[src/rtl/branch_predictor.sv]
// rtl/branch_predictor.sv - 2-bit counter branch predictor with optional BTB (BRANCH_PREDICTOR_BTB_EN)
module branch_predictor #(
    parameter int          ADDR_W   = 32,
    parameter int          INDEX_W  = 4,
    parameter int          TAG_W    = 6,
    parameter logic [1:0]  CNT_INIT = 2'b01
) (
    input  logic              clk,
    input  logic              reset,
    input  logic              lookup_valid,
    input  logic [ADDR_W-1:0] lookup_pc,
    output logic              pred_taken,
    output logic [ADDR_W-1:0] pred_target,
    output logic              pred_hit,
    input  logic              upd_valid,
    input  logic [ADDR_W-1:0] upd_pc,
    input  logic              upd_taken,
    input  logic [ADDR_W-1:0] upd_target,
    output logic [15:0]       mispred_cnt
);
    localparam int DEPTH = 1 << INDEX_W;

    logic [1:0]         cnt [DEPTH];
    logic [INDEX_W-1:0] idx_l;
    logic [INDEX_W-1:0] idx_u;
    logic               hit_l;
    logic               hit_u;
    logic               mispred;
    logic               unused_ok;

    assign idx_l     = lookup_pc[INDEX_W-1:0];
    assign idx_u     = upd_pc[INDEX_W-1:0];
    assign unused_ok = ^{lookup_pc, upd_pc, upd_target, (TAG_W > 0)};

`ifdef BRANCH_PREDICTOR_BTB_EN
    logic [DEPTH-1:0]  valid;
    logic [TAG_W-1:0]  tag_mem    [DEPTH];
    logic [ADDR_W-1:0] target_mem [DEPTH];
    logic [TAG_W-1:0]  tag_l;
    logic [TAG_W-1:0]  tag_u;

    assign tag_l       = lookup_pc[INDEX_W+TAG_W-1:INDEX_W];
    assign tag_u       = upd_pc[INDEX_W+TAG_W-1:INDEX_W];
    assign hit_l       = lookup_valid & valid[idx_l] & (tag_mem[idx_l] == tag_l);
    assign hit_u       = valid[idx_u] & (tag_mem[idx_u] == tag_u);
    assign pred_target = hit_l ? target_mem[idx_l] : '0;
    // A correctly predicted direction still mispredicts if the cached target is stale.
    assign mispred     = upd_valid &
                         ((upd_taken != (hit_u & cnt[idx_u][1])) |
                          (hit_u & upd_taken & cnt[idx_u][1] & (target_mem[idx_u] != upd_target)));

    always_ff @(posedge clk) begin
        if (reset) begin
            valid <= '0;
        end else if (upd_valid && upd_taken) begin
            target_mem[idx_u] <= upd_target;
            if (!hit_u) begin
                valid[idx_u]   <= 1'b1;
                tag_mem[idx_u] <= tag_u;
            end
        end
    end
`else
    // Without a BTB every entry counts as a hit; the core computes targets in ID.
    assign hit_l       = lookup_valid;
    assign hit_u       = 1'b1;
    assign pred_target = '0;
    assign mispred     = upd_valid & (upd_taken != cnt[idx_u][1]);
`endif

    assign pred_hit   = hit_l;
    assign pred_taken = hit_l & cnt[idx_l][1];

    always_ff @(posedge clk) begin
        if (reset) begin
            for (int i = 0; i < DEPTH; i++) begin
                cnt[i] <= CNT_INIT;
            end
            mispred_cnt <= '0;
        end else begin
            if (upd_valid) begin
                if (hit_u) begin
                    if (upd_taken && cnt[idx_u] != 2'b11) begin
                        cnt[idx_u] <= cnt[idx_u] + 2'd1;
                    end else if (!upd_taken && cnt[idx_u] != 2'b00) begin
                        cnt[idx_u] <= cnt[idx_u] - 2'd1;
                    end
                end else if (upd_taken) begin
                    cnt[idx_u] <= 2'b10;
                end
            end
            if (mispred && mispred_cnt != 16'hFFFF) begin
                mispred_cnt <= mispred_cnt + 16'd1;
            end
        end
    end
endmodule

[config.mk]
export PLATFORM = sky130hd
export DESIGN_NAME = branch_predictor
export DESIGN_NICKNAME = d
export VERILOG_FILES = /design/src/rtl/branch_predictor.sv
export SDC_FILE = /design/constraint.sdc
export NUM_CORES = 1
export LEC_CHECK = 0
export CAP_MARGIN = 5
export CORE_MARGIN = 2
export CORE_UTILIZATION = 36
export DETAILED_ROUTE_END_ITERATION = 7
export GPL_TIMING_DRIVEN = 0
export PLACE_DENSITY = 0.77
export SLEW_MARGIN = 15
export SYNTH_ARGS = -nofsm -noshare
export SYNTH_HDL_FRONTEND = slang
export SYNTH_SLANG_ARGS = --single-unit
[constraint.sdc]
create_clock -name clk -period 2.7 [get_ports clk]
set_clock_uncertainty 0.15 [all_clocks]
set_input_delay 0.54 -clock clk [delete_from_list [all_inputs] [get_ports clk]]
set_output_delay 0.54 -clock clk [all_outputs]
set_load 0.02 [all_outputs]
# --- Yosys cells after proc, flatten, opt, wreduce, memory -nomap -nowiden ---
# Memories as Yosys holds them, arrays and structs flattened.
# Cells that the tools add are included.
word_totals:
  register_bits: 16
  elab_cells: 32
  ram_bits: 32
  latchBits: 0
  rom_bits: 0
  n_memories: 1
  out_inout_bits: 50
  in_bits: 101
memory_table:
  columns: ["memory", "words", "word_bits", "rd", "rd_ports_with_merged_regs", "write_ports", "line", "rtl"]
  rows:
  - ["cnt", 16, 2, 2, 0, 16, "23", "logic [1:0] cnt [DEPTH];"]
classes:
  div: 0
  n_mul: 0
  n_mux: 15
  addsub: 3
  n_lt_le_gt_ge: 0
  n_eq_ne: 3
  n_reduce_logical: 6
  n_shift: 0
  bitwise_logic: 3
op_table:
  columns: ["op", "count"]
  rows:
  - ["16-bit by 1-bit adder with 16-bit output (second input constant)", 1]
  - ["16-bit != test (second input constant)", 1]
  - ["1-bit 2-to-1 mux", 12]
  - ["2-bit 2-to-1 mux", 2]
  - ["4-bit 2-to-1 mux", 1]
  - ["1-bit logical AND", 3]
  - ["2-bit by 1-bit adder with 2-bit output (second input constant)", 1]
  - ["1-bit bitwise AND", 2]
  - ["2-bit != test (second input constant)", 1]
  - ["2-bit nonzero test", 1]
  - ["2-bit OR reduction", 1]
  - ["2-bit by 1-bit subtractor with 2-bit output (second input constant)", 1]
  - ["1-bit logical NOT", 1]
  - ["1-bit != test", 1]
  - ["1-bit OR", 1]

# --- Longest topological paths before layout ---
# Gate-level depths: netlist of run 1.
# An unclocked memory read counts as a cell.
logic_depth:
  depth_word: 11
  depth_mapped: 8
  ltp_nobuf: 7

# --- Worst setup path before layout of run 1 ---
# No wires, ideal clock.
synth_timing:
  kind: "input-to-reg"
  from: "in upd_pc[3]"
  to: "reg mispred_cnt[11]"
  n_path_buf: 1
  path_slack_ps: -149
  t_arrival_ps: 2584
  cell_stages: 7
  required_time_ps: 2434
  setup_ps: 116
  path_cell_list: "clkbuf_1 -> mux4_2 -> mux4_2 -> xnor2_2 -> nor4_2 -> a21oi_1 -> a31o_1"
synth_between:
  elab_chain_len: 4
synth_lines:
  columns: ["element", "line", "rtl"]
  rows:
  - ["start, declared", "16", "input logic [ADDR_W-1:0] upd_pc,"]
  - ["memory 16 x 2 bit", null, null]
  - ["1-bit != test", "68", "assign mispred = upd_valid & (upd_taken != cnt[idx_u][1]);"]
  - ["1-bit bitwise AND", "68", null]
  - ["1-bit logical AND", "92", "if (mispred && mispred_cnt != 16'hFFFF) begin"]
  - ["end signal, assigned", "93", "mispred_cnt <= mispred_cnt + 16'd1;"]
  - ["end, declared", "19", "output logic [15:0] mispred_cnt"]
# Every way passes these cells.
# A chain may end at the register's enable or synchronous reset.

==> results of run 1 <==
==> flip-flops by register name, indices dropped and copies added, names as in the netlist <==
register	flops
mispred_cnt	16
cnt	32
==> synth_stat cells (all sizes together) <==
| library cell | number | share of area [%] |
|---|---|---|
| xnor2 | 11 | 3.6 |
| and4 | 1 | 0.30 |
| edfxtp | 32 | 33 |
| nand3 | 20 | 3.5 |
| o31ai | 3 | 0.78 |
| and2 | 2 | 0.43 |
| or2 | 2 | 0.43 |
| nand2b | 1 | 0.22 |
| xor2 | 3 | 0.91 |
| nand2 | 25 | 3.2 |
| and3 | 3 | 0.65 |
| o21ai | 21 | 3.6 |
| a21boi | 1 | 0.26 |
| dfxtp | 16 | 11 |
| conb | 1 | 0.13 |
| a31o | 2 | 0.61 |
| nor3 | 7 | 1.4 |
| nor2b | 5 | 1.1 |
| inv | 1 | 0.13 |
| nor4b | 2 | 1.0 |
| a21oi | 5 | 0.86 |
| nor4 | 3 | 0.86 |
| nor3b | 2 | 0.52 |
| clkbuf | 8 | 1.0 |
| nand4b | 2 | 0.61 |
| mux4 | 14 | 11 |
| ha | 1 | 0.43 |
| nor2 | 39 | 5.1 |
| buf | 37 | 9.5 |
| mux2i | 4 | 1.4 |
| nand4 | 7 | 1.5 |
| or3 | 3 | 0.65 |
==> kinds of logic after synthesis <==
logic type,after synthesis,synth area share [%]
buf+inv,46,10.68
flops,48,44.27
compound gates,32,6.139
fa+ha+maj,1,0.4323
xor+xnor,14,4.497
other cells,1,0.1296
simple gates,124,21.44
mux,18,12.41
==> metal layers <==
layer	up-vias	track usage (%)	share of wire, %
li1	1120	-	-
met1	1138	20.24	38
met2	119	27.94	51
met3	9	3.291	9.3
met4	0	6.280	1.7
met5	-	0	0
==> layout by cell type (no fill, tap or decap), types with 9 or more instances in the layout <==
cell / netlist / layout
buf_4: 34 / 46
clkdlybuf4s50_1: 0 / 23
conb_1: 1 / 32
dfxtp_1: 16 / 16
edfxtp_1: 32 / 32
mux4_2: 13 / 13
nand2_1: 25 / 25
nand3_1: 20 / 20
nor2_1: 39 / 38
o21ai_1: 12 / 11
xnor2_1: 10 / 9
==> repair_timing <==
action | CTS | global route
resized for setup | 33 | 29
pin swaps | 1 | 1
setup buffers | 6 | 5
cloned | 0 | 0
setup endpoints to repair | 81 | 60
==> report_power, final <==
| part | leakage (nW) | switching, mW | total, mW | internal (mW) |
|---|---|---|---|---|
| clock | 0.0532 | 0.239 | 0.509 | 0.270 |
| combinational | 0.886 | 0.209 | 0.356 | 0.147 |
| sequential | 0.408 | 0.0109 | 0.808 | 0.797 |
| total | 1.35 | 0.459 | 1.67 | 1.21 |
==> how the worst min path moves through the flow <==
stage | from | to | slack [ns] | depth (start not counted)
6_report | mispred_cnt[1] | mispred_cnt[1] | 0.37 | 2
5_1_grt | mispred_cnt[1] | mispred_cnt[1] | 0.40 | 2
4_1_cts | mispred_cnt[1] | mispred_cnt[1] | 0.36 | 2
3_5_place_dp | mispred_cnt[1] | mispred_cnt[1] | 0.34 | 2
3_3_place_gp | mispred_cnt[1] | mispred_cnt[1] | 0.33 | 2
2_1_floorplan | mispred_cnt[1] | mispred_cnt[1] | 0.41 | 2
==> worst max-delay path, stage by stage, from the launching register on <==
cell      delay, ns
edfxtp_1       0.43
buf_4          0.16
mux4_2         0.50
mux4_2         0.55
xnor2_4        0.24
buf_6          0.22
nand4b_1       0.16
xor2_1         0.20
nor2_1         0.06
==> through the flow <==
stage	instances	hold slack, ns
floorplan	315	0.4091
global placement	444	0.3323
detailed placement	444	0.3405
CTS	458	0.3565
global route	463	0.3964
finish	463	0.3674
==> layout make-up <==
cell class	instances	area, um2	share of cell area (%)
plain buffers	45	322.8	8.390
clock buffers	5	68.82	1.789
clock inverters	3	37.54	0.9756
inverters	1	3.754	0.09756
multi-input cells	221	1657	43.06
flip-flops and latches	48	1281	33.30
well taps	102	127.6	3.317
repair buffers	38	349.1	9.073
==> summary.txt, run 1 <==
Pwr
  – Leakage: 1.347 nW
  – Max VDD drop: 0.0002209 V
  – Tot Pwr: 1.673 mW
  – Cell Pwr Density: 434.9 nW/um2

Global routing
  – Initial antenna violation count: 0
  – Global-route usage over all layers: 16.29%
  – Grt ovf: 0
  – First-pass GRT wire length: 11.19 mm
  – Vias in the first global route: 2267
  – Largest net degree at the start of global routing: 15

STA
  – Slew Viols, Final: 0
  – RSZ-0062 raised after global routing: yes
  – Final hold violations: 0
  – Fmax: 359.0 MHz
  – Slew margin rel.: 50.86%
  – Final worst setup slack: -0.08526 ns
  – Setup tns final: -0.2479 ns
  – Tightest Pin Transition: 0.7371 ns
  – Fin crit share: 103.2%
  – Post-route minimum period: 2.785 ns
  – Final setup viols: 6

Place
  – HPWL after DPL: 5.025 mm
  – Pre-CTS setup slack: -1.282 ns
  – Placed cell areas: 3495 um2
  – Routability cong.: 0.9084
  – PortBufs: 27

Routing
  – Final WL: 6.949 mm
  – Vias: 2386
  – Routed vias/inst: 5.153
  – Drt pass-1 iters: 4
  – Post-route ant nets: 0
  – Routed length per placed instance: 15.01 um
  – DRC: 0
  – Starting DRC count in detailed routing: 289

Flow run
  – Max Cap Viol: 0

Critical path
  – Crit path capture type: flop
  – Required time worst endpoint: 2.73 ns
  – Reg-to-reg endpoint: mispred_cnt[12]
  – CP Class: reg -> reg
  – Flop2flop setup slack: -0.09 ns
  – Worst r2r src: cnt[10][1]
  – Critical Path Sink: mispred_cnt[12]
  – Critical Path Source: cnt[10][1]
  – CP Launch Type: flop
  – Reg2Reg Depth: 8
  – CP max FO: 10
  – CP arrival: 2.81 ns

Finish
  – Utilization after layout: 49.53%
  – Share of cells above drive strength 1: 29.09%
  – Area Overhead vs Synth: 32.94%
  – Fillcell total: 691
  – Nets: 462
  – Fin area: 3847 um2
  – Antenna diode count: 0

Clocking
  – Worst-Skew Late Latency: 0.30 ns
  – TritonCTS clock tree: built
  – H-tree levels: 2
  – Hold-fix buffers, CTS: 0
  – CTS Buf Count: 5
  – Clock slew at reported path FFs: 0.09 ns
  – CTS sink count: 48
  – Clock Tree Root: clkbuf_8
  – Worst-case clock buffer depth: 2

Floorplan
  – Io pins: 151
  – Initial core utilization: 37.26%
  – Row cnt: 32
  – Core outline area: 7767 um2
  – Die area: 8772 um2
  – Height of the die: 93.66 um
  – Die span in x: 93.66 um

Synthesis
  – Post-Syn Instances: 284
  – Register area share after synthesis: 44.27%
  – Flop and latch count out of synthesis: 48
  – Syn avg cell area: 10.19 um2
  – Synth warnings: 0
  – Mapped Area: 2894 um2
  – Netlist cell types: 41

Status
  – Status: finished, violations left
  – Failing checks: setup timing

Worst hold path
  – Hold WC Path Type: reg -> reg
No activity file was read; power rests on OpenSTA's default activity.
==> run 2: changes to the inputs <==
--- a/config.mk
+++ b/config.mk
@@ -9,6 +9,7 @@
 export CORE_MARGIN = 2
 export CORE_UTILIZATION = 36
 export DETAILED_ROUTE_END_ITERATION = 7
+export GPL_ROUTABILITY_DRIVEN = 1
 export GPL_TIMING_DRIVEN = 0
 export PLACE_DENSITY = 0.77
 export SLEW_MARGIN = 15
==> results of run 2 <==
No change in the layout: final DEF, timing and power equal those of run 1.
==> run 3: changes to the inputs <==
--- a/config.mk
+++ b/config.mk
@@ -16,3 +16,4 @@
 export SYNTH_ARGS = -nofsm -noshare
 export SYNTH_HDL_FRONTEND = slang
 export SYNTH_SLANG_ARGS = --single-unit
+export TNS_END_PERCENT = 50
==> summary.txt, run 3 (same netlist as run 1, synthesis figures left out) <==
Routing
  – Vias: 2332
  – Starting DRC count in detailed routing: 229
  – DRC: 0
  – Final WL: 6.925 mm
  – Drt pass-1 iters: 4
  – Routed vias/inst: 5.081
  – Routed length per placed instance: 15.09 um
  – Post-route ant nets: 0

Clocking
  – Clock slew at reported path FFs: 0.09 ns
  – Worst-case clock buffer depth: 2
  – Worst-Skew Late Latency: 0.30 ns
  – CTS Buf Count: 5
  – CTS sink count: 48
  – Hold-fix buffers, CTS: 0
  – TritonCTS clock tree: built
  – H-tree levels: 2
  – Clock Tree Root: clkbuf_8

Finish
  – Most frequent cells in the layout: 41 x buf_4, 37 x nor2_1, 32 x conb_1, 32 x edfxtp_1, 25 x nand2_1
  – Area Overhead vs Synth: 32.21%
  – Top reg by flops: cnt
  – Most common cell after layout, fill and taps aside: buf_4
  – Biggest regs: cnt (32), mispred_cnt (16)
  – Fillcell total: 699
  – Max FFs per register: 32
  – Nets: 458
  – Share of cells above drive strength 1: 28.85%
  – Count of non-filler cells in the finished layout: 459
  – Antenna diode count: 0
  – Fin area: 3826 um2

Place
  – Dpl cells: 444
  – PortBufs: 27
  – HPWL after DPL: 5.025 mm
  – Routability cong.: 0.9084
  – Placed cell areas: 3495 um2

Pwr
  – Tot Pwr: 1.673 mW
  – Psw: 460.5 uW
  – Switching Fraction: 27.52%
  – Sequential fraction of design power: 48.3%
  – Leakage: 1.325 nW
  – Clock power frac: 30.4%
  – Max VDD drop: 0.0002186 V
  – P_int: 1.213 mW
  – Cell Pwr Density: 437.3 nW/um2
  – Power share of the combinational group: 21.3%

STA
  – Tightest Pin Transition: 0.8301 ns
  – RSZ-0062 raised after global routing: yes
  – Fin crit share: 101.9%
  – Slew margin rel.: 44.66%
  – Final worst setup slack: -0.05215 ns
  – Post-route minimum period: 2.752 ns
  – Final hold violations: 0
  – Final hold slack: 0.3689 ns
  – Setup tns final: -0.1386 ns
  – Fmax: 363.4 MHz
  – Slew Viols, Final: 0
  – Final setup viols: 4

Critical path
  – CP max FO: 5
  – CP Launch Type: flop
  – CP arrival: 2.83 ns
  – CP bufs+invs: 1
  – Crit path largest cell delay: 0.54 ns
  – Crit-path leading delay family: multiplexers
  – Most numerous cell on the critical path: mux4_2
  – Worst path slowest cell: mux4_2
  – Worst r2r src: cnt[10][1]
  – Crit-path cells: buf_6 > mux4_2 > mux4_2 > xnor2_4 > or2_4 > or3_4 > a21oi_2
  – Critical Path Source: cnt[10][1]
  – Crit path capture type: flop
  – Required time worst endpoint: 2.78 ns
  – CP Class: reg -> reg

Global routing
  – Largest net degree at the start of global routing: 15
  – First-pass GRT wire length: 11.21 mm
  – Global-route usage over all layers: 16.29%
  – Vias in the first global route: 2255
  – Grt ovf: 0
  – Initial antenna violation count: 0

Floorplan
  – Height of the die: 93.66 um
  – Initial core utilization: 37.26%
  – Io pins: 151
  – Die span in x: 93.66 um
  – Core outline area: 7767 um2
  – Row cnt: 32
  – Die area: 8772 um2

Flow run
  – Max Cap Viol: 0

Worst hold path
  – Hold WC Path Type: reg -> reg
  – HP Start: mispred_cnt[1]

Status
  – Failing checks: setup timing
  – Status: finished, violations left
[run 3: changes by cell type in the layout (fill, tap and decap cells not counted), moves of 2 or more]
| cell | previous run | this run |
|---|---|---|
| buf_4 | 46 | 41 |
| nor3_2 | 2 | 4 |
| o21ai_2 | 6 | 3 |
| o21ai_4 | 0 | 4 |
[run 3: worst paths after layout]
kind / to / slack [ns] / depth (start not counted)
worst min register to register: mispred_cnt[1] / 0.37 / 2
worst max register to register: mispred_cnt[13] / -0.05 / 7
worst max-delay path: mispred_cnt[13] / -0.05 / 7
worst min-delay path: mispred_cnt[1] / 0.37 / 2
[run 3: per-stage QoR]
step	worst slack, ns	utilization, %
6_report	-0.05215	49.26
5_1_grt	-0.1153	49.26
3_3_place_gp	-1.166	44.99
2_1_floorplan	-0.02147	-
3_5_place_dp	-1.282	44.99
4_1_cts	-0.02591	47.60
[run 3: metal layers]
metal | wire, um | up-vias | track usage, %
met3 | 522 | 11 | 3.210
met5 | 0 | - | 0
li1 | - | 1108 | -
met4 | 146 | 0 | 6.159
met1 | 2737 | 1117 | 20.55
met2 | 3518 | 96 | 27.70
[run 3: worst reg2reg max path, delay by kind of cell (launching register included)]
| family | cells | cell delay, ns |
|---|---|---|
| compound gates | 1 | 0.13 |
| xor+xnor | 1 | 0.20 |
| buf+inv | 1 | 0.14 |
| flops | 1 | 0.43 |
| mux | 2 | 1.01 |
| simple gates | 2 | 0.62 |
[run 3: repair_timing]
| action | 4_1_cts | 5_1_grt |
|---|---|---|
| pin swaps | 1 | 5 |
| setup buffers | 4 | 3 |
| gates resized for setup | 34 | 33 |
| setup endpoints to repair | 81 | 59 |
[run 3: final cells by class]
cell class | count | area [um2] | area share, %
Inverter | 1 | 3.754 | 0.09810
Tap cell | 102 | 127.6 | 3.336
Clock buffer | 5 | 68.82 | 1.799
Timing Repair Buffer | 34 | 320.3 | 8.371
Sequential cell | 48 | 1281 | 33.49
Multi-Input combinational cell | 221 | 1663 | 43.46
Clock inverter | 3 | 37.54 | 0.9810
Buffer | 45 | 324.1 | 8.470
[run 3: power by group through the flow]
stage                     registers [mW]  clock network [mW]  logic (mW)
after detailed placement           0.825                   0       0.310
after floorplan                    0.825                   0       0.231
final                              0.808               0.509       0.356
after CTS                          0.808               0.512       0.328
after global routing               0.810               0.539       0.378
after global placement             0.824                   0       0.302
